===== src/rtl/mem_stage_pkg.sv =====
// Shared types, encodings and lane helpers for the MEM pipeline stage.
// Covers both the default build and the MEM_STORE_BUFFER_EN store-buffer build.
package mem_stage_pkg;

  localparam logic [6:0] OPC_LOAD  = 7'b0000011;
  localparam logic [6:0] OPC_STORE = 7'b0100011;

  localparam logic [2:0] F3_LB  = 3'b000;
  localparam logic [2:0] F3_LH  = 3'b001;
  localparam logic [2:0] F3_LW  = 3'b010;
  localparam logic [2:0] F3_LBU = 3'b100;
  localparam logic [2:0] F3_LHU = 3'b101;
  localparam logic [2:0] F3_SB  = 3'b000;
  localparam logic [2:0] F3_SH  = 3'b001;
  localparam logic [2:0] F3_SW  = 3'b010;

  typedef enum logic [1:0] {
    S_IDLE    = 2'd0,
    S_LD_REQ  = 2'd1,
    S_LD_WAIT = 2'd2,
    S_ST_REQ  = 2'd3
  } mem_state_t;

  typedef struct packed {
    logic [31:0] instruction;
    logic [6:0]  opcode;
    logic [2:0]  funct3;
    logic [4:0]  rd;
    logic [31:0] alu_result;
    logic [31:0] b_val;
  } ex_mem_bus_t;

  typedef struct packed {
    logic [31:0] instruction;
    logic [6:0]  opcode;
    logic [4:0]  rd;
    logic [2:0]  funct3;
    logic [31:0] wb_value;
  } mem_wb_bus_t;

  typedef struct packed {
    logic [31:0] addr;
    logic [31:0] wdata;
    logic [3:0]  be;
  } sb_entry_t;

  function automatic logic is_misaligned(input logic [2:0] f3, input logic [1:0] off);
    case (f3[1:0])
      2'b01:   return off[0];
      2'b10:   return off != 2'b00;
      default: return 1'b0;
    endcase
  endfunction

  // Shift the addressed lane down to bit 0, then extend by access size.
  function automatic logic [31:0] load_extend(input logic [31:0] rdata, input logic [2:0] f3,
                                              input logic [1:0] off);
    logic [31:0] sh;
    sh = rdata >> {off, 3'b000};
    case (f3)
      F3_LB:   return {{24{sh[7]}}, sh[7:0]};
      F3_LBU:  return {24'h0, sh[7:0]};
      F3_LH:   return {{16{sh[15]}}, sh[15:0]};
      F3_LHU:  return {16'h0, sh[15:0]};
      F3_LW:   return rdata;
      default: return rdata;
    endcase
  endfunction

  function automatic logic [31:0] store_wdata(input logic [31:0] b_val, input logic [2:0] f3);
    case (f3)
      F3_SB:   return {4{b_val[7:0]}};
      F3_SH:   return {2{b_val[15:0]}};
      F3_SW:   return b_val;
      default: return b_val;
    endcase
  endfunction

  function automatic logic [3:0] access_be(input logic [2:0] f3, input logic [1:0] off);
    case (f3[1:0])
      2'b00:   return 4'b0001 << off;
      2'b01:   return 4'b0011 << off;
      default: return 4'b1111;
    endcase
  endfunction

endpackage


===== src/rtl/mem_access_stage_store_buffer_fifo.sv =====
// Small FIFO of pending stores; pointers carry one extra wrap bit so that
// full and empty are distinguishable when the index bits match.
import mem_stage_pkg::*;

module store_buffer_fifo #(
  parameter int DEPTH = 2
) (
  input  logic      clock,
  input  logic      reset,
  input  logic      push,
  input  sb_entry_t push_data,
  input  logic      pop,
  output sb_entry_t head,
  output logic      full,
  output logic      empty
);

  localparam int AW = $clog2(DEPTH);

  logic [AW:0] wr_ptr;
  logic [AW:0] rd_ptr;
  sb_entry_t   mem [DEPTH];

  assign empty = (wr_ptr == rd_ptr);
  assign full  = (wr_ptr[AW] != rd_ptr[AW]) && (wr_ptr[AW-1:0] == rd_ptr[AW-1:0]);
  assign head  = mem[rd_ptr[AW-1:0]];

  always_ff @(posedge clock or posedge reset) begin
    if (reset) begin
      wr_ptr <= '0;
      rd_ptr <= '0;
    end else begin
      if (push && !full) wr_ptr <= wr_ptr + 1'b1;
      if (pop && !empty) rd_ptr <= rd_ptr + 1'b1;
    end
  end

  always_ff @(posedge clock) begin
    if (push && !full) mem[wr_ptr[AW-1:0]] <= push_data;
  end

endmodule


===== src/rtl/mem_access_stage.sv =====
// Pipeline MEM stage: load/store lane handling, data-cache handshake, stall.
// Define MEM_STORE_BUFFER_EN to retire stores through a SB_DEPTH store buffer.
import mem_stage_pkg::*;

module mem_access_stage #(
  parameter int SB_DEPTH = 2
) (
  input  logic        clock,
  input  logic        reset,
  input  ex_mem_bus_t ex_mem_bus_in,
  input  logic        ex_mem_valid,
  output mem_wb_bus_t mem_wb_bus_out,
  output logic        mem_wb_valid,
  output logic        stall_mem,
  output logic        misaligned,
  output logic        dc_req_valid,
  input  logic        dc_req_ready,
  output logic        dc_req_we,
  output logic [31:0] dc_req_addr,
  output logic [31:0] dc_req_wdata,
  output logic [3:0]  dc_req_be,
  input  logic        dc_resp_valid,
  input  logic [31:0] dc_resp_rdata,
  output mem_state_t  state_dbg
);

  // Handshake: a request transfers on a cycle with dc_req_valid && dc_req_ready;
  // while valid is high and ready low every request field holds steady. The
  // response arrives as a single dc_resp_valid cycle, never in the accept cycle.

  if ((SB_DEPTH < 2) || ((SB_DEPTH & (SB_DEPTH - 1)) != 0)) begin : g_bad_depth
    $error("SB_DEPTH must be a power of two, at least 2");
  end

  mem_state_t  state, state_next;
  logic [31:0] addr;
  logic [1:0]  off;
  logic        is_load, is_store, mis_access, load_go, store_go;
  logic        load_blocked, retire, load_done, stall;
  logic        req_valid, req_we;
  logic [31:0] req_addr, req_wdata, wb_next;
  logic [3:0]  req_be;

  assign addr       = ex_mem_bus_in.alu_result;
  assign off        = addr[1:0];
  assign is_load    = ex_mem_valid && (ex_mem_bus_in.opcode == OPC_LOAD);
  assign is_store   = ex_mem_valid && (ex_mem_bus_in.opcode == OPC_STORE);
  assign mis_access = (is_load || is_store) && is_misaligned(ex_mem_bus_in.funct3, off);
  assign load_go    = is_load && !mis_access;
  assign store_go   = is_store && !mis_access;

`ifdef MEM_STORE_BUFFER_EN
  sb_entry_t sb_head, sb_in;
  logic      sb_push, sb_pop, sb_full, sb_empty;

  assign sb_in = '{addr: addr, wdata: store_wdata(ex_mem_bus_in.b_val, ex_mem_bus_in.funct3),
                   be: access_be(ex_mem_bus_in.funct3, off)};
  // No store-to-load forwarding: a load waits until every buffered store drained.
  assign load_blocked = !sb_empty;

  store_buffer_fifo #(.DEPTH(SB_DEPTH)) u_sb (
    .clock     (clock),
    .reset     (reset),
    .push      (sb_push),
    .push_data (sb_in),
    .pop       (sb_pop),
    .head      (sb_head),
    .full      (sb_full),
    .empty     (sb_empty)
  );
`else
  assign load_blocked = 1'b0;
`endif

  always_comb begin
    state_next = state;
    req_valid  = 1'b0;
    req_we     = 1'b0;
    req_addr   = addr;
    req_wdata  = store_wdata(ex_mem_bus_in.b_val, ex_mem_bus_in.funct3);
    req_be     = access_be(ex_mem_bus_in.funct3, off);
    stall      = 1'b0;
    load_done  = 1'b0;
`ifdef MEM_STORE_BUFFER_EN
    sb_push    = 1'b0;
    sb_pop     = 1'b0;
`endif
    case (state)
      S_IDLE: begin
        if (load_go) begin
          stall = 1'b1;
          if (!load_blocked) begin
            req_valid  = 1'b1;
            state_next = dc_req_ready ? S_LD_WAIT : S_LD_REQ;
          end
        end else if (store_go) begin
`ifdef MEM_STORE_BUFFER_EN
          // Fullness is judged at cycle start; a same-cycle drain does not help.
          if (sb_full) stall = 1'b1;
          else         sb_push = 1'b1;
`else
          req_valid = 1'b1;
          req_we    = 1'b1;
          if (!dc_req_ready) begin
            stall      = 1'b1;
            state_next = S_ST_REQ;
          end
`endif
        end
      end
      S_LD_REQ: begin
        req_valid = 1'b1;
        stall     = 1'b1;
        if (dc_req_ready) state_next = S_LD_WAIT;
      end
      S_LD_WAIT: begin
        if (dc_resp_valid) begin
          load_done  = 1'b1;
          state_next = S_IDLE;
        end else begin
          stall = 1'b1;
        end
      end
      S_ST_REQ: begin
        req_valid = 1'b1;
        req_we    = 1'b1;
        if (dc_req_ready) state_next = S_IDLE;
        else              stall = 1'b1;
      end
      default: state_next = S_IDLE;
    endcase
`ifdef MEM_STORE_BUFFER_EN
    if ((state == S_IDLE) && !req_valid && !sb_empty) begin
      req_valid = 1'b1;
      req_we    = 1'b1;
      req_addr  = sb_head.addr;
      req_wdata = sb_head.wdata;
      req_be    = sb_head.be;
      sb_pop    = dc_req_ready;
    end
`endif
  end

  // Combinational outputs are forced quiet during reset so an aborted access
  // cannot keep requesting while the bus still holds the old instruction.
  assign dc_req_valid = req_valid && !reset;
  assign dc_req_we    = req_we && !reset;
  assign dc_req_addr  = reset ? 32'h0 : req_addr;
  assign dc_req_wdata = reset ? 32'h0 : req_wdata;
  assign dc_req_be    = reset ? 4'h0 : req_be;
  assign stall_mem    = stall && !reset;
  assign state_dbg    = state;

  assign retire = ex_mem_valid && !stall;

  // Stores and misaligned ops have nothing to write back.
  always_comb begin
    wb_next = addr;
    if (mis_access || is_store) wb_next = 32'h0;
    else if (load_done)         wb_next = load_extend(dc_resp_rdata, ex_mem_bus_in.funct3, off);
  end

  always_ff @(posedge clock or posedge reset) begin
    if (reset) begin
      state          <= S_IDLE;
      mem_wb_valid   <= 1'b0;
      mem_wb_bus_out <= '0;
      misaligned     <= 1'b0;
    end else begin
      state        <= state_next;
      mem_wb_valid <= retire;
      misaligned   <= mis_access;
      if (retire) begin
        mem_wb_bus_out.instruction <= ex_mem_bus_in.instruction;
        mem_wb_bus_out.opcode      <= ex_mem_bus_in.opcode;
        mem_wb_bus_out.funct3      <= ex_mem_bus_in.funct3;
        mem_wb_bus_out.rd          <= mis_access ? 5'd0 : ex_mem_bus_in.rd;
        mem_wb_bus_out.wb_value    <= wb_next;
      end else begin
        mem_wb_bus_out <= '0;
      end
    end
  end

endmodule


===== config.mk =====
export PLATFORM = sky130hd
export DESIGN_NAME = mem_access_stage
export DESIGN_NICKNAME = d
export VERILOG_FILES = /design/src/rtl/mem_stage_pkg.sv /design/src/rtl/mem_access_stage_store_buffer_fifo.sv /design/src/rtl/mem_access_stage.sv
export SDC_FILE = /design/constraint.sdc
export NUM_CORES = 1
export LEC_CHECK = 0
export CORE_AREA = 2 2 116 118
export CTS_BUF_LIST = sky130_fd_sc_hd__clkbuf_8
export CTS_CLUSTER_SIZE = 40
export DETAILED_ROUTE_END_ITERATION = 7
export DIE_AREA = 0 0 118 120
export HOLD_SLACK_MARGIN = 0.03
export PLACE_DENSITY = 0.79
export SLEW_MARGIN = 20
export SYNTH_ARGS = -nofsm -noshare
export SYNTH_HDL_FRONTEND = slang
export SYNTH_SLANG_ARGS = --single-unit

===== constraint.sdc =====
create_clock -name clock -period 5.1 [get_ports clock]
set_input_delay 1.02 -clock clock [delete_from_list [all_inputs] [get_ports clock]]
set_output_delay 1.02 -clock clock [all_outputs]
set_load 0.03 [all_outputs]

-- Word level (Yosys, flattened, before mapping)
Cells that the tools add are included.
- mux-type cells: 31
- reductions and logical operators: 20
- shift operators: 3
- eq/ne operators: 15
- operator list (kind ; number):
    2-to-1 mux 32 bit ; 4
    case mux 32 bit (4 select lines) ; 1
    2-to-1 mux 79 bit ; 1
    case mux 32 bit (2 select lines) ; 1
    right shift 32 x 5 -> 16 bit ; 1
    2-to-1 mux 2 bit ; 7
    logical AND 1 bit ; 9
    2-to-1 mux 1 bit ; 9
    case mux 2 bit (4 select lines) ; 1
    case mux 4 bit (2 select lines) ; 1
    == test 7 x 2 -> 1 bit (second input constant) ; 1
    == test 7 x 6 -> 1 bit (second input constant) ; 1
    == test 2 bit (second input constant) ; 3
    == test 3 bit (second input constant) ; 2
    inequality test 2 bit (second input constant) ; 3
    inequality test 3 bit (second input constant) ; 2
    case mux 1 bit (2 select lines) ; 3
    2-to-1 mux 5 bit ; 1
    AND reduction 5 bit ; 1
    == test 2 x 1 -> 1 bit (second input constant) ; 2
    zero test 2 bit ; 2
    2-to-1 mux 4 bit ; 1
    case mux 1 bit (4 select lines) ; 1
    left shift 1 x 2 -> 4 bit (first input constant) ; 1
    other kinds (7) ; 10
- bits in registers: 83
- input bits: 148
- output and inout bits: 154
- logic and storage cells: 77

-- Depth between registers and ports, before layout
- word-level depth: 12
- mapped depth: 9
- depth with buffers taken out: 7

-- Least setup slack after synthesis
No wires, ideal clock.
- path type: input to output
- start: input ex_mem_bus_in[70] in the netlist's numbering
- end: output stall_mem
- buffers on the path: 1
- arrival: 2.793 ns
- required time: 4.080 ns
- stages on the path: 7
- setup slack: 1.287 ns
- cells stage by stage: inv_1 > ha_1 > clkbuf_1 > o211a_1 > nor2_1 > a31oi_1 > a311oi_1
- longest elaborated chain between the ends: 9
- elaborated cells between the ends (all ways): 11
- those cells by class: eq/ne: 2; mux: 4; reduce/logical: 5
- RTL lines (what ; RTL line ; source):
    start: declaration ; mem_access_stage.sv:10 ; input ex_mem_bus_t ex_mem_bus_in,
    == test 2 bit or == test 2 x 1 -> 1 bit (tied branches) ; mem_stage_pkg.sv:48 ; case (f3[1:0])
    case mux 1 bit (2 select lines) (*) ; mem_stage_pkg.sv:48 ;
    logical AND 1 bit (*) ; mem_access_stage.sv:48 ; assign mis_access = (is_load || is_store) && is_misaligned(ex_mem_bus_in.funct3, off);
    zero test 1 bit (*) ; mem_access_stage.sv:49, mem_access_stage.sv:50 ;
    logical AND 1 bit ; mem_access_stage.sv:50 ; assign store_go = is_store && !mis_access;
    2-to-1 mux 1 bit ; mem_access_stage.sv:96 ; end else if (store_go) begin
    2-to-1 mux 1 bit (*) ; mem_access_stage.sv:90 ; if (load_go) begin
    case mux 1 bit (4 select lines) (*) ; mem_access_stage.sv:88 ; case (state)
    logical AND 1 bit (*) ; mem_access_stage.sv:151 ; assign stall_mem = stall && !reset;
    end: declaration ; mem_access_stage.sv:14 ; output logic stall_mem,
Every way passes the cells marked *; elsewhere a longest branch is shown, timed or not.

-- Worst setup path in the final report
Same ends and word-level chain as after synthesis.

==> results_dict.tcl <==
set metrics [dict create \
    outcome "finished, final reports clean" \
    yosys.area_share.simple 0.206 \
    grt_pass1_vias 4927 \
    finalClockSkew_ps 9.20 \
    antenna_cells 0 \
    cts.sinks 83 \
    rsz0062_at_grt "false" \
    avgSynthCellArea_um2 9.51 \
    switching_power_mw 1.04 \
    yosys-top-cells-area "dfrtp_1, and3_1, nor2b_1" \
    reg2reg_from "state_dbg[0]" \
    period_needed_ps 4600 \
    grt.total_usage 0.240 \
    dp.cells 917 \
    crit_type "input port to primary output" \
    fin_ws_ps 504 \
    p_sw_frac 0.392 \
    synth_area_um2 4490 \
    holdPathStages 2 \
    drv_cap 0 \
    first_pass_iters 8 \
    cts.htree.levels 3 \
    yosysWarnings 0 \
    arrival_ps 3580 \
    drive_above_1_share 0.0779 \
    start_kind "input port" \
    dp_hpwl_mm 13.5 \
    root_buffer "clkbuf_8" \
    postCtsSetupRepairBufs 0 \
    power_mw 2.65 \
    synth_xor_area_frac 0 \
    fin_area_um2 7840 \
    die-area_um2 14200 \
    clkTransAtPathRegs_ps 90 \
    design.portCount 302 \
    final_cells 933 \
    grt_overflow 0 \
    antenna_found_initial 0 \
    end_kind "primary output" \
    cts_resized 0 \
    std_cell_rows 42 \
    synth_fa_ha_area_frac 0.0251 \
    required_ps 4080 \
    ys.flop_type "dfrtp_1" \
    drt-total-wl_mm 17.6 \
    synth_edf_count 0 \
    fin_nets 909 \
    dpl_cell_area_um2 7600 \
    hp-class "flip-flop to flip-flop" \
    cts_tree "built" \
    hold_buffers 0 \
    vias 4812 \
    die_w_um 118 \
    pre_cts_slack_ps 222 \
    initialDrtViolationCount 381 \
    fillers 1077 \
    synth_cells 472 \
    final_cell_mix "clkdlybuf4s50_1, dfrtp_1, and3_1" \
    synth_top_family_by_area "compound AO/OA/AOI/OAI gates" \
    r2r_cells 8 \
    die_h_um 120 \
    whs_endpoint "state_dbg[0]" \
    worstMarginPinSlew_ps 839 \
    post_synth_num_cell_types 46 \
    ir_drop_uv 134 \
    crit_fanout 4 \
    maxSlewHeadroom 0.440 \
    cts_made_buffers 9 \
    synth_compound_area_frac 0.217 \
    hold_viol_final 0 \
    place_congestion 0.898 \
    yosys.area.top_type_share 0.463 \
    synth_seq_cells 83 \
    combPwrFrac 0.476 \
    seq_area_frac_synth 0.463 \
    grt_pass1_wl_mm 26.7 \
    maxSlewViolCount 0 \
    start_util 0.346 \
    drc 0 \
    min_from "state_dbg[0]" \
    rrSetupSlack_ps 2150 \
    total_leakage_power_nw 3.40 \
    antenna_left 0 \
    clock_path_buffers 2 \
    tns_ps 0 \
    power_frac_seq 0.313 \
    setup_viol 0 \
    wl_per_cell_um 18.9 \
    intPower_mw 1.61 \
    synthArstFlopShare 1.00 \
    syn-num-nets 629 \
    layout_commonest_cell "clkdlybuf4s50_1" \
    clockPowerShare 0.211 \
    r2r_end "mem_wb_bus_out[1]" \
    core_um2 13000 \
    synth_top_area_cell "dfrtp_1" \
    p_per_area_nw_per_um2 337 \
    synthMuxAreaShare 0.0385 \
    fmax_mhz 218 \
    fin_crit_sh 0.901 \
    clock_latency_ps 340 \
    portBuffers 301 \
    vias_per_cell 5.16 \
    syn2layout_area_growth_pct 74.7 \
    grt_max_degree 65 \
]
[state kept, by name, summed over array words and instances (netlist names)]
signal	count
mem_wb_bus_out	79
misaligned	1
mem_wb_valid	1
state_dbg	2
[worst max path at each step]
stage,startpoint,to,slack [ps],cells after the start
after floorplan,ex_mem_bus_in[70],stall_mem,1290,7
after global placement,ex_mem_bus_in[70],dc_req_wdata[12],360,8
after detailed placement,ex_mem_bus_in[70],dc_req_wdata[31],220,8
after CTS,ex_mem_bus_in[70],dc_req_wdata[31],210,8
after global routing,ex_mem_bus_in[70],stall_mem,330,8
final,ex_mem_bus_in[70],stall_mem,500,8
[worst max-delay path: stages]
cell	delay [ps]
clkdlybuf4s50_1	520
inv_1	90
ha_1	300
and3_1	160
nor2_1	270
a31oi_1	170
a311oi_1	300
clkdlybuf4s50_1	740
[cell type report]
class | instances | area, µm² | share of cell area
well taps | 176 | 220 | 0.0281
clock buffers | 10 | 138 | 0.0175
inverters | 10 | 40.0 | 0.00510
repair buffers | 312 | 3080 | 0.393
flip-flops and latches | 83 | 2080 | 0.265
multi-input cells | 336 | 2190 | 0.279
clock inverters | 6 | 96.3 | 0.0123
[synth_stat cells (2+ instances only)]
cell       n
a21oi_1   42
a21oi_2   10
a22oi_1   31
a31oi_1    9
and2_1     2
and3_1    49
buf_1      3
buf_2     13
clkbuf_1  24
dfrtp_1   83
ha_1       9
inv_1     10
mux2i_1   15
nand2_1   41
nand2b_1   4
nand3_1    3
nand3_2    2
nor2_1    10
nor2b_1   41
nor3_1     2
o211a_1    2
o21a_1    17
o21ai_0   20
o221ai_1   6
or2_1      2
or2_2      2
[power groups by stage]
stage / sequential, mW / clock (mW) / combinational (mW)
after floorplan: 1.11 / 0 / 0.420
after global placement: 0.839 / 0 / 1.24
after detailed placement: 0.842 / 0 / 1.26
after CTS: 0.829 / 0.567 / 1.26
after global routing: 0.839 / 0.590 / 1.33
final: 0.827 / 0.558 / 1.26
[cells by family (layout without fill, tap and decap cells)]
family | count (synthesis) | after routing
AOI/OAI and AO/OA | 147 | 147
adders and majority gates | 9 | 9
buffers and inverters | 53 | 338
DFF | 83 | 83
muxes | 16 | 16
and+or+nand+nor | 164 | 164
[per-stage QoR]
step                      hold slack [ps]  utilization
after floorplan                       736            -
after global placement                610        0.586
after detailed placement              639        0.586
after CTS                             663        0.604
after global routing                  714        0.604
final                                 673        0.604
[routing by layer]
metal	part of all wire	global-route usage	up-vias	wire, µm
li1	-	-	2240	-
met1	0.38	0.271	2316	6770
met2	0.53	0.452	234	9250
met3	0.070	0.0528	22	1230
met4	0.019	0.0730	0	342
met5	0	0	-	0
Note: power is estimated with default switching activity, not from simulation.
